==> config.mk <==
export PLATFORM = sky130hd
export DESIGN_NAME = rlwe_dmem_arb
export DESIGN_NICKNAME = d
export VERILOG_FILES = /design/src/rtl/rlwe_dmem_arb.sv
export SDC_FILE = /design/constraint.sdc
export NUM_CORES = 1
export LEC_CHECK = 0
export BUFFER_PORTS_ARGS = -buffer_cell sky130_fd_sc_hd__clkbuf_2
export CORE_AREA = 2 2 349 351
export CTS_BUF_LIST = sky130_fd_sc_hd__clkbuf_2
export CTS_CLUSTER_SIZE = 40
export DETAILED_ROUTE_END_ITERATION = 12
export DIE_AREA = 0 0 351 353
export GPL_ROUTABILITY_DRIVEN = 0
export HOLD_SLACK_MARGIN = 0.03
export MAX_ROUTING_LAYER = met4
export PLACE_DENSITY = 0.3
export SLEW_MARGIN = 25
export SYNTH_ARGS = -nofsm -noshare
export SYNTH_HDL_FRONTEND = slang
export SYNTH_SLANG_ARGS = --single-unit
==> constraint.sdc <==
create_clock -name clk -period 3.3 [get_ports clk]
set_clock_uncertainty 0.1 [all_clocks]
set_input_delay 0.165 -clock clk [delete_from_list [all_inputs] [get_ports clk]]
set_output_delay 0.165 -clock clk [all_outputs]
set_load 0.02 [all_outputs]
==> src/rtl/rlwe_dmem_arb.sv <==
// Round-robin arbiter sharing one DMEM port between the pipeline LSU (port 0) and the
// RLWE accelerator (port 1), with single-outstanding tracking and a response timeout.

package rlwe_dmem_arb_pkg;
    localparam int unsigned SCR1_DMEM_AWIDTH = 32;
    localparam int unsigned LANE             = 4;

    typedef enum logic {
        SCR1_MEM_CMD_RD = 1'b0,
        SCR1_MEM_CMD_WR = 1'b1
    } type_scr1_mem_cmd_e;

    typedef enum logic [1:0] {
        SCR1_MEM_WIDTH_BYTE   = 2'b00,
        SCR1_MEM_WIDTH_HWORD  = 2'b01,
        SCR1_MEM_WIDTH_WORD   = 2'b10,
        SCR1_MEM_WIDTH_VECTOR = 2'b11
    } type_scr1_mem_width_e;

    typedef enum logic [1:0] {
        SCR1_MEM_RESP_NOTRDY = 2'b00,
        SCR1_MEM_RESP_RDY_OK = 2'b01,
        SCR1_MEM_RESP_RDY_ER = 2'b10
    } type_scr1_mem_resp_e;

    typedef logic [LANE-1:0][31:0] type_vector;
endpackage

module rlwe_dmem_arb
    import rlwe_dmem_arb_pkg::*;
#(
    parameter int unsigned TIMEOUT_CYC = 255
) (
    input  logic                          clk,
    input  logic                          rst,

    input  logic                          lsu2arb_req,
    input  type_scr1_mem_cmd_e            lsu2arb_cmd,
    input  type_scr1_mem_width_e          lsu2arb_width,
    input  logic [SCR1_DMEM_AWIDTH-1:0]   lsu2arb_addr,
    input  type_vector                    lsu2arb_wdata,
    output logic                          arb2lsu_req_ack,
    output type_vector                    arb2lsu_rdata,
    output type_scr1_mem_resp_e           arb2lsu_resp,

    input  logic                          acc2arb_req,
    input  type_scr1_mem_cmd_e            acc2arb_cmd,
    input  type_scr1_mem_width_e          acc2arb_width,
    input  logic [SCR1_DMEM_AWIDTH-1:0]   acc2arb_addr,
    input  type_vector                    acc2arb_wdata,
    output logic                          arb2acc_req_ack,
    output type_vector                    arb2acc_rdata,
    output type_scr1_mem_resp_e           arb2acc_resp,

    output logic                          arb2dmem_req,
    output type_scr1_mem_cmd_e            arb2dmem_cmd,
    output type_scr1_mem_width_e          arb2dmem_width,
    output logic [SCR1_DMEM_AWIDTH-1:0]   arb2dmem_addr,
    output type_vector                    arb2dmem_wdata,
    input  logic                          dmem2arb_req_ack,
    input  type_vector                    dmem2arb_rdata,
    input  type_scr1_mem_resp_e           dmem2arb_resp,

    output logic                          arb_busy,
    output logic                          arb_timeout
);

    localparam int unsigned CNT_W = (TIMEOUT_CYC == 0) ? 1 : $clog2(TIMEOUT_CYC + 1);

    typedef enum logic [1:0] {
        ST_IDLE  = 2'b00,
        ST_BUSY  = 2'b01,
        ST_DRAIN = 2'b10
    } state_e;

    state_e             state_q, state_d;
    logic               rr_q, rr_d;
    logic               owner_q, owner_d;
    logic               timeout_q, timeout_d;
    logic               busy_q, busy_d;
    logic [CNT_W-1:0]   cnt_q, cnt_d;

    logic               sel_c;
    logic               grant_c;
    logic               mem_done_c;
    logic               tmo_hit_c;
    type_scr1_mem_resp_e owner_resp_c;
    type_vector          owner_rdata_c;

    // Port selection and zero-cycle request forwarding (only IDLE forwards)
    always_comb begin
        sel_c = 1'b0;
        case ({acc2arb_req, lsu2arb_req})
            2'b01:   sel_c = 1'b0;
            2'b10:   sel_c = 1'b1;
            2'b11:   sel_c = rr_q;
            default: sel_c = 1'b0;
        endcase

        arb2dmem_req   = (sel_c ? acc2arb_req : lsu2arb_req) & (state_q == ST_IDLE);
        arb2dmem_cmd   = sel_c ? acc2arb_cmd   : lsu2arb_cmd;
        arb2dmem_width = sel_c ? acc2arb_width : lsu2arb_width;
        arb2dmem_addr  = sel_c ? acc2arb_addr  : lsu2arb_addr;
        arb2dmem_wdata = sel_c ? acc2arb_wdata : lsu2arb_wdata;

        grant_c    = arb2dmem_req & dmem2arb_req_ack;
        mem_done_c = (dmem2arb_resp == SCR1_MEM_RESP_RDY_OK) ||
                     (dmem2arb_resp == SCR1_MEM_RESP_RDY_ER);
        // A real response in the deadline cycle wins over the forced error
        tmo_hit_c  = (TIMEOUT_CYC != 0) && (state_q == ST_BUSY) && !mem_done_c &&
                     (cnt_q == CNT_W'(TIMEOUT_CYC - 1));
    end

    // Next-state logic
    always_comb begin
        state_d   = state_q;
        rr_d      = rr_q;
        owner_d   = owner_q;
        cnt_d     = cnt_q;
        timeout_d = timeout_q;

        case (state_q)
            ST_IDLE: begin
                if (grant_c) begin
                    owner_d = sel_c;
                    rr_d    = ~sel_c;
                    cnt_d   = '0;
                    state_d = ST_BUSY;
                end
            end
            ST_BUSY: begin
                if (mem_done_c) begin
                    state_d = ST_IDLE;
                end else begin
                    if (cnt_q != {CNT_W{1'b1}}) begin
                        cnt_d = cnt_q + CNT_W'(1);
                    end
                    if (tmo_hit_c) begin
                        timeout_d = 1'b1;
                        state_d   = ST_DRAIN;
                    end
                end
            end
            ST_DRAIN: begin
                if (mem_done_c) begin
                    state_d = ST_IDLE;
                end
            end
            default: state_d = ST_IDLE;
        endcase

        busy_d = (state_d != ST_IDLE);
    end

    // Response routing: only the owner of a BUSY transaction sees memory
    always_comb begin
        arb2lsu_req_ack = grant_c & ~sel_c;
        arb2acc_req_ack = grant_c &  sel_c;

        owner_resp_c  = SCR1_MEM_RESP_NOTRDY;
        owner_rdata_c = '0;
        if (state_q == ST_BUSY) begin
            if (tmo_hit_c) begin
                owner_resp_c = SCR1_MEM_RESP_RDY_ER;
            end else begin
                owner_resp_c  = dmem2arb_resp;
                owner_rdata_c = dmem2arb_rdata;
            end
        end

        arb2lsu_resp  = SCR1_MEM_RESP_NOTRDY;
        arb2lsu_rdata = '0;
        arb2acc_resp  = SCR1_MEM_RESP_NOTRDY;
        arb2acc_rdata = '0;
        if (owner_q) begin
            arb2acc_resp  = owner_resp_c;
            arb2acc_rdata = owner_rdata_c;
        end else begin
            arb2lsu_resp  = owner_resp_c;
            arb2lsu_rdata = owner_rdata_c;
        end
    end

    assign arb_busy    = busy_q;
    assign arb_timeout = timeout_q;

    always_ff @(posedge clk or posedge rst) begin
        if (rst) begin
            state_q   <= ST_IDLE;
            rr_q      <= 1'b0;
            owner_q   <= 1'b0;
            cnt_q     <= '0;
            timeout_q <= 1'b0;
            busy_q    <= 1'b0;
        end else begin
            state_q   <= state_d;
            rr_q      <= rr_d;
            owner_q   <= owner_d;
            cnt_q     <= cnt_d;
            timeout_q <= timeout_d;
            busy_q    <= busy_d;
        end
    end

endmodule

==> results of run 1 <==
[report_power, final]
part / total (mW) / switching, mW / internal, mW
logic: 2.80 / 1.73 / 1.07
registers: 0.223 / 0.0274 / 0.196
clock network: 0.0872 / 0.0608 / 0.0263
total: 3.11 / 1.82 / 1.29
[stage by stage]
| stage | power [mW] | hold WS [ns] |
|---|---|---|
| finish | 3.11 | 0.171 |
| global route | 3.31 | 0.158 |
| CTS | 3.14 | 0.184 |
| detailed placement | 3.04 | 0.159 |
| global placement | 3.05 | 0.148 |
| floorplan | 1.87 | -0.0458 |
[synth_stat cells (3+ instances only)]
master                     number  area, um^2
sky130_fd_sc_hd__mux2_2       164        1850
sky130_fd_sc_hd__o21ai_0        4        20.0
sky130_fd_sc_hd__dfrtp_1       14         350
sky130_fd_sc_hd__inv_1          7        26.3
sky130_fd_sc_hd__a21oi_1        4        20.0
sky130_fd_sc_hd__clkbuf_2      23         115
sky130_fd_sc_hd__buf_6          5        56.3
sky130_fd_sc_hd__buf_2         17        85.1
sky130_fd_sc_hd__nor3_1         3        15.0
sky130_fd_sc_hd__and2_2        58         435
sky130_fd_sc_hd__nand2_1        8        30.0
sky130_fd_sc_hd__clkbuf_1       4        15.0
sky130_fd_sc_hd__and2_1       201        1260
sky130_fd_sc_hd__nor2_1         7        26.3
sky130_fd_sc_hd__nand3_1        4        20.0
[worst max-delay path, cell delays in order (launching register included)]
cell and delay, ns:
sky130_fd_sc_hd__dfrtp_1 0.47, sky130_fd_sc_hd__nand4_2 0.21, sky130_fd_sc_hd__nor4_4 0.78, sky130_fd_sc_hd__nor3_4 0.24, sky130_fd_sc_hd__buf_12 0.27, sky130_fd_sc_hd__and2_2 0.31, sky130_fd_sc_hd__clkbuf_2 0.15
[how the worst max path moves through the flow]
stage | from | endpoint | cells past startpoint
floorplan | rr_q$_DFFE_PP0P_ | arb2dmem_wdata[100] | 4
global placement | cnt_q[0]$_DFFE_PP0P_ | arb2acc_rdata[104] | 8
detailed placement | cnt_q[0]$_DFFE_PP0P_ | arb2acc_rdata[106] | 8
CTS | cnt_q[0]$_DFFE_PP0P_ | arb2acc_rdata[106] | 8
global route | cnt_q[3]$_DFFE_PP0P_ | arb2acc_rdata[106] | 6
finish | cnt_q[3]$_DFFE_PP0P_ | arb2acc_rdata[106] | 6
[final cells by class]
cell class              count  area share
diodes                     37     0.00832
clock buffers               3     0.00135
clock inverters             1    0.000337
inverters                   7     0.00236
multi-input cells         490       0.362
flip-flops and latches     14      0.0315
well taps                1625       0.183
repair buffers            899       0.411
[logic make-up after synthesis]
kind of cell               Yosys count
adders and majority gates            2
and+or+nand+nor                    301
buffers and inverters               56
xor gates and xnor gates             3
DFF                                 14
AOI/OAI and AO/OA                   17
muxes                              166
[state kept, by name, indices dropped and copies added, names as in the netlist]
register / flops
owner_q: 1
cnt_q: 8
state_q: 2
arb_timeout: 1
rr_q: 1
arb_busy: 1
[what timing repair did]
action / CTS / global route
hold endpoints to repair: 14 / 0
setup endpoints to repair: 0 / 1
hold buffers: 1 / 0
resized for setup: 0 / 0
[metal layers]
metal | track usage | part of all wire | vias to the layer above
li1 | - | - | 3621
met1 | 0.130 | 0.39 | 3638
met2 | 0.217 | 0.51 | 576
met3 | 0.0381 | 0.090 | 134
met4 | 0.00833 | 0.016 | 0
met5 | - | 0 | -
==> Flow_metrics.wiki, run 1 <==
{| class="wikitable"
! Metric !! Value
|-
| TritonCTS buffer count || 3
|-
| Top FF cell, synth || sky130_fd_sc_hd__dfrtp_1
|-
| Height of the chip || ~350 um
|-
| Net count of the mapped netlist || between 1000 and 1500
|-
| Worst reg2reg setup slack || 1.34 ns
|-
| Terminating pin of the worst hold path || rr_q$_DFFE_PP0P_
|-
| Full die area || around 120000 um^2
|-
| Core Box Area || between 100000 and 150000 um^2
|-
| Storage cell area || approximately 350 um^2
|-
| Crit path DAT || 2.88 ns
|-
| Area grow syn2layout || 140%
|-
| Number of antenna violations at the first check in global routing || 100
|-
| Synthesized-area fraction occupied by xor and xnor cells || 0.00727
|-
| IR Drop Worst-Case VDD || 0.000112 V
|-
| Number of clock sinks || 14
|-
| Number of distinct library cells after synthesis || ~40
|-
| Endpoint of the lowest-slack register-to-register path || cnt_q[1]$_DFFE_PP0P_
|-
| Worst R2R Path Depth || 4
|-
| Initial detailed-routing violation count || ~380
|-
| Class of the tightest hold or removal check || input port to flop
|-
| Outcome || complete, no violations
|-
| Number of I/O port buffers || 888
|-
| Area taken by multi-input logic gates || slightly above 4000 um^2
|-
| Residual antenna-violating net count after detailed routing || 0
|-
| Areal power density over the cells || 279 nW/um^2
|-
| Number of global-route vias before repair || 7712
|-
| Final instance area || about 11000 um^2
|-
| Clock input transition at the sequential cells of the worst setup and hold paths || between 0.15 and 0.2 ns
|-
| Initial Util || 0.0385
|-
| Via count || approximately 8000
|-
| Startpoint types || flop
|-
| Start point of the worst hold path || dmem2arb_req_ack
|-
| TritonCTS clock tree || yes
|-
| Crit path max fanout || roughly 100
|-
| Setup bufs post-CTS || 0
|-
| Post-synthesis simple-gate area fraction || 0.422
|-
| Syn Area/Cell || 8.31 um^2
|-
| Routed wire length || between 70000 and 80000 um
|-
| GR Util All Layers || 0.119
|-
| DRC viols || 0
|-
| Max Root-Sink Buffers || 2
|-
| Pre-CTS worst setup slack || 0.541 ns
|-
| Sequential cell area fraction in the yosys report || 0.0754
|-
| Area post-placement || 11000 um^2
|-
| Insertion delay to the later sink of the worst-skew pair || about 0.3 ns
|-
| Cell count after placement || between 3000 and 4000
|-
| Length of the first detailed-routing pass in iterations || 4
|-
| Post-detailed-route wirelength per cell || about 25 um
|-
| Max-Slew Margin vs Limit || 0.451
|-
| Tightest Pin Transition || 0.817 ns
|-
| Post-synthesis async set-or-reset flop share || 1.00
|-
| Max-slew violations || 0
|-
| I/O pin count || between 800 and 900
|-
| Detailed Place HPWL || around 73000 um
|-
| Number of flops mapped to enable cells by yosys || 0
|-
| Final setup violation count || 0
|-
| Detailed-route vias per instance || between 2 and 3
|-
| Summed negative setup slack over all endpoints || 0 ns
|-
| Synth Area in Compound Gates || 0.0245
|-
| Core occupancy in the finished layout || 0.0923
|-
| Master cell of the clock root buffer || sky130_fd_sc_hd__clkbuf_2
|-
| Deepest level of the CTS H-tree || 1
|-
| Filler cells || 14418
|-
| Most common cell after layout, fill and taps aside || sky130_fd_sc_hd__clkbuf_2
|-
| Share of the cycle needed by the critical path after routing || 0.953
|-
| Critical path type || flop to output pin
|-
| Total gr overflow || 0
|-
| Commonest cells after routing, fill and taps aside || sky130_fd_sc_hd__clkbuf_2 (891), sky130_fd_sc_hd__and2_1 (201), sky130_fd_sc_hd__mux2_2 (164)
|-
| Kind of end point of the critical path || output pin
|-
| Max-Cap Viols || 0
|-
| Launch point of the worst reg-to-reg path || cnt_q[3]$_DFFE_PP0P_
|-
| Highest clock frequency the design can meet || roughly 320 MHz
|-
| Gate Count Post-Synth || 559
|-
| X dimension of the die || 351 um
|-
| Worst Slack Setup Final || approximately 0.15 ns
|-
| Hold depth || 4
|-
| Synth Register Bits || 14
|-
| Synthesis warning total || 0
|-
| Leakage power || about 5.7 nW
|-
| Wire length of the first global-routing pass || about 92000 um
|-
| Final count of hold timing violations || 0
|-
| Cell area after synthesis || ~4600 um^2
|-
| Main combinational cell family by area after synthesis || simple AND/OR/NAND/NOR gates
|-
| Cell Count, Final, Fillers Out || 3076
|-
| Required arrival time at the worst endpoint || slightly above 3 ns
|-
| RSZ-0062 raised after global routing || no
|-
| Share of cells above drive strength 1 || 0.805
|-
| Nets || between 1500 and 2000
|-
| Number of placement rows || approximately 130
|-
| Share of synthesized area spent on multiplexers || 0.402
|-
| Post-synthesis adder-cell area fraction || 0.00539
|-
| Maximum number of pins on one net before global-route repair || around 100
|-
| Time the worst path needs with I/O delays and setup || about 3.1 ns
|}
Note: power is estimated with default switching activity, not from simulation.
==> run 2, diff against run 1 <==
BUFFER_PORTS_ARGS = default   (was -buffer_cell sky130_fd_sc_hd__clkbuf_2)
CORE_AREA = 2 2 345 347   (was 2 2 349 351)
DIE_AREA = 0 0 347 349   (was 0 0 351 353)
DONT_BUFFER_PORTS = 1   (was default)
==> Flow_metrics.wiki, run 2 (synthesis gave the netlist of run 1 again) <==
{| class="wikitable"
! Metric !! Value
|-
| Top register by number of flip-flops || cnt_q
|-
| Class of the tightest hold or removal check || input port to flop
|-
| IR Drop Worst-Case VDD || 0.000140 V
|-
| X dimension of the die || roughly 350 um
|-
| Final instance area || 6650 um^2
|-
| Max Root-Sink Buffers || 2
|-
| Crit path DAT || ~2.4 ns
|-
| Kind of cell with the highest combined delay on the critical path || simple AND/OR/NAND/NOR gates
|-
| Master cell of the clock root buffer || sky130_fd_sc_hd__clkbuf_2
|-
| Residual antenna-violating net count after detailed routing || 0
|-
| Post-detailed-route wirelength per cell || between 30 and 40 um
|-
| Storage cell area || roughly 350 um^2
|-
| Areal power density over the cells || 331 nW/um^2
|-
| Area post-placement || between 6000 and 7000 um^2
|-
| Length of the first detailed-routing pass in iterations || 4
|-
| Core occupancy in the finished layout || 0.0566
|-
| Number of clock sinks || 14
|-
| Flip-flop count of the largest register, all copies and words added || 8
|-
| Full die area || 121000 um^2
|-
| Area grow syn2layout || 43.0%
|-
| Number of I/O port buffers || 0
|-
| Start point of the worst hold path || dmem2arb_resp[1]
|-
| Wire length of the first global-routing pass || 77500 um
|-
| Filler cells || between 10000 and 15000
|-
| Share of cells above drive strength 1 || 0.472
|-
| Core Box Area || around 120000 um^2
|-
| TritonCTS clock tree || yes
|-
| Commonest cells after routing, fill and taps aside || sky130_fd_sc_hd__and2_1 (201), sky130_fd_sc_hd__mux2_2 (164), sky130_fd_sc_hd__and2_2 (58)
|-
| Crit path max fanout || 129
|-
| Leakage power || 1.92 nW
|-
| Initial Util || 0.0396
|-
| # resized after CTS || 0
|-
| Insertion delay to the later sink of the worst-skew pair || roughly 0.30 ns
|-
| Cell breakdown of the critical path || nand4_2 > nor4_4 > nor3_4 > buf_12 > and2_2
|-
| Tightest Pin Transition || between 0.7 and 0.8 ns
|-
| Number of placement rows || roughly 130
|-
| Final count of hold timing violations || 0
|-
| DRC viols || 0
|-
| Final setup violation count || 0
|-
| Startpoint types || flop
|-
| Delay of the slowest cell on the worst path || around 0.54 ns
|-
| Initial detailed-routing violation count || around 320
|-
| Setup bufs post-CTS || 0
|-
| I/O pin count || 889
|-
| Share of the cycle needed by the critical path after routing || 0.816
|-
| Nets || between 900 and 1000
|-
| Clock input transition at the sequential cells of the worst setup and hold paths || about 0.17 ns
|-
| Worst-path cell with the longest stage delay || sky130_fd_sc_hd__nor4_4
|-
| Launch point of the worst reg-to-reg path || state_q[0]$_DFF_PP0_
|-
| Height of the chip || 349 um
|-
| Most common cell after layout, fill and taps aside || sky130_fd_sc_hd__and2_1
|-
| Area taken by multi-input logic gates || roughly 4000 um^2
|-
| Highest clock frequency the design can meet || between 300 and 400 MHz
|-
| Time the worst path needs with I/O delays and setup || about 2.7 ns
|-
| Max-Slew Margin vs Limit || 0.527
|-
| Routed wire length || slightly above 70000 um
|-
| Overall Power || around 2.2 mW
|-
| Number of global-route vias before repair || between 3000 and 4000
|-
| Total gr overflow || 0
|-
| Final hold slack || slightly above 0.06 ns
|-
| Largest registers || cnt_q (8), state_q (2)
|-
| Via count || 5438
|-
| Number of buffers and inverters on the critical path || 1
|-
| Outcome || complete, no violations
|-
| Summed negative setup slack over all endpoints || 0 ns
|-
| Number of antenna violations at the first check in global routing || around 210
|-
| Max-Cap Viols || 0
|-
| TritonCTS buffer count || 3
|-
| Detailed-route vias per instance || approximately 2.6
|-
| Required arrival time at the worst endpoint || between 3 and 4 ns
|-
| Max-slew violations || 0
|-
| Maximum number of pins on one net before global-route repair || 129
|-
| GR Util All Layers || 0.112
|-
| Kind of end point of the critical path || output pin
|-
| Crit path launch || cnt_q[2]$_DFFE_PP0P_
|-
| Critical path type || flop to output pin
|-
| Deepest level of the CTS H-tree || 1
|-
| Detailed Place HPWL || between 60000 and 70000 um
|-
| RSZ-0062 raised after global routing || no
|}
-- run 2: final cells by class --
class / instances / area share
clock buffer: 3 / 0.00226
timing repair buffer: 9 / 0.0184
antenna: 71 / 0.0267
multi-input combinational: 489 / 0.606
clock inverter: 1 / 0.000565
inverter: 7 / 0.00395
tap: 1536 / 0.289
sequential: 14 / 0.0527
-- run 2: through the flow --
stage,setup WS (ns),cells
floorplan,1.47,559
CTS,0.723,2058
finish,0.606,2130
global placement,1.14,2053
global route,0.603,2110
detailed placement,1.09,2053
-- run 2: worst paths after layout --
kind	to	slack, ns	cells past startpoint
min in group asynchronous	state_q[1]$_DFF_PP0_	0.25	2
max in group asynchronous	cnt_q[6]$_DFFE_PP0P_	2.44	2
worst min-delay path	state_q[0]$_DFF_PP0_	0.06	3
worst min register to register	rr_q$_DFFE_PP0P_	0.47	2
worst max-delay path	arb2acc_rdata[10]	0.61	5
worst max register to register	rr_q$_DFFE_PP0P_	1.15	5
-- run 2: worst min-delay path, delay by kind of cell --
family	cells	cell delay, ns
xor+xnor	1	0.06
compound gates	1	0.09
simple gates	1	0.13
-- run 2: where the power goes --
group	total (mW)	internal, mW	switching, mW
sequential	0.236	0.196	0.0402
combinational	1.87	0.523	1.35
clock	0.0934	0.0263	0.0671
-- run 2: timing repair --
action / in CTS / in global routing
hold endpoints to repair: 14 / 1
endpoints found under the setup margin: 0 / 0
hold buffers: 1 / 1
-- run 2: per-layer routing --
metal	wire length, um	track usage	share of wire
met5	0	-	0
met4	2250	0.00807	0.032
met3	8260	0.0420	0.12
met2	35300	0.202	0.50
met1	25000	0.120	0.35
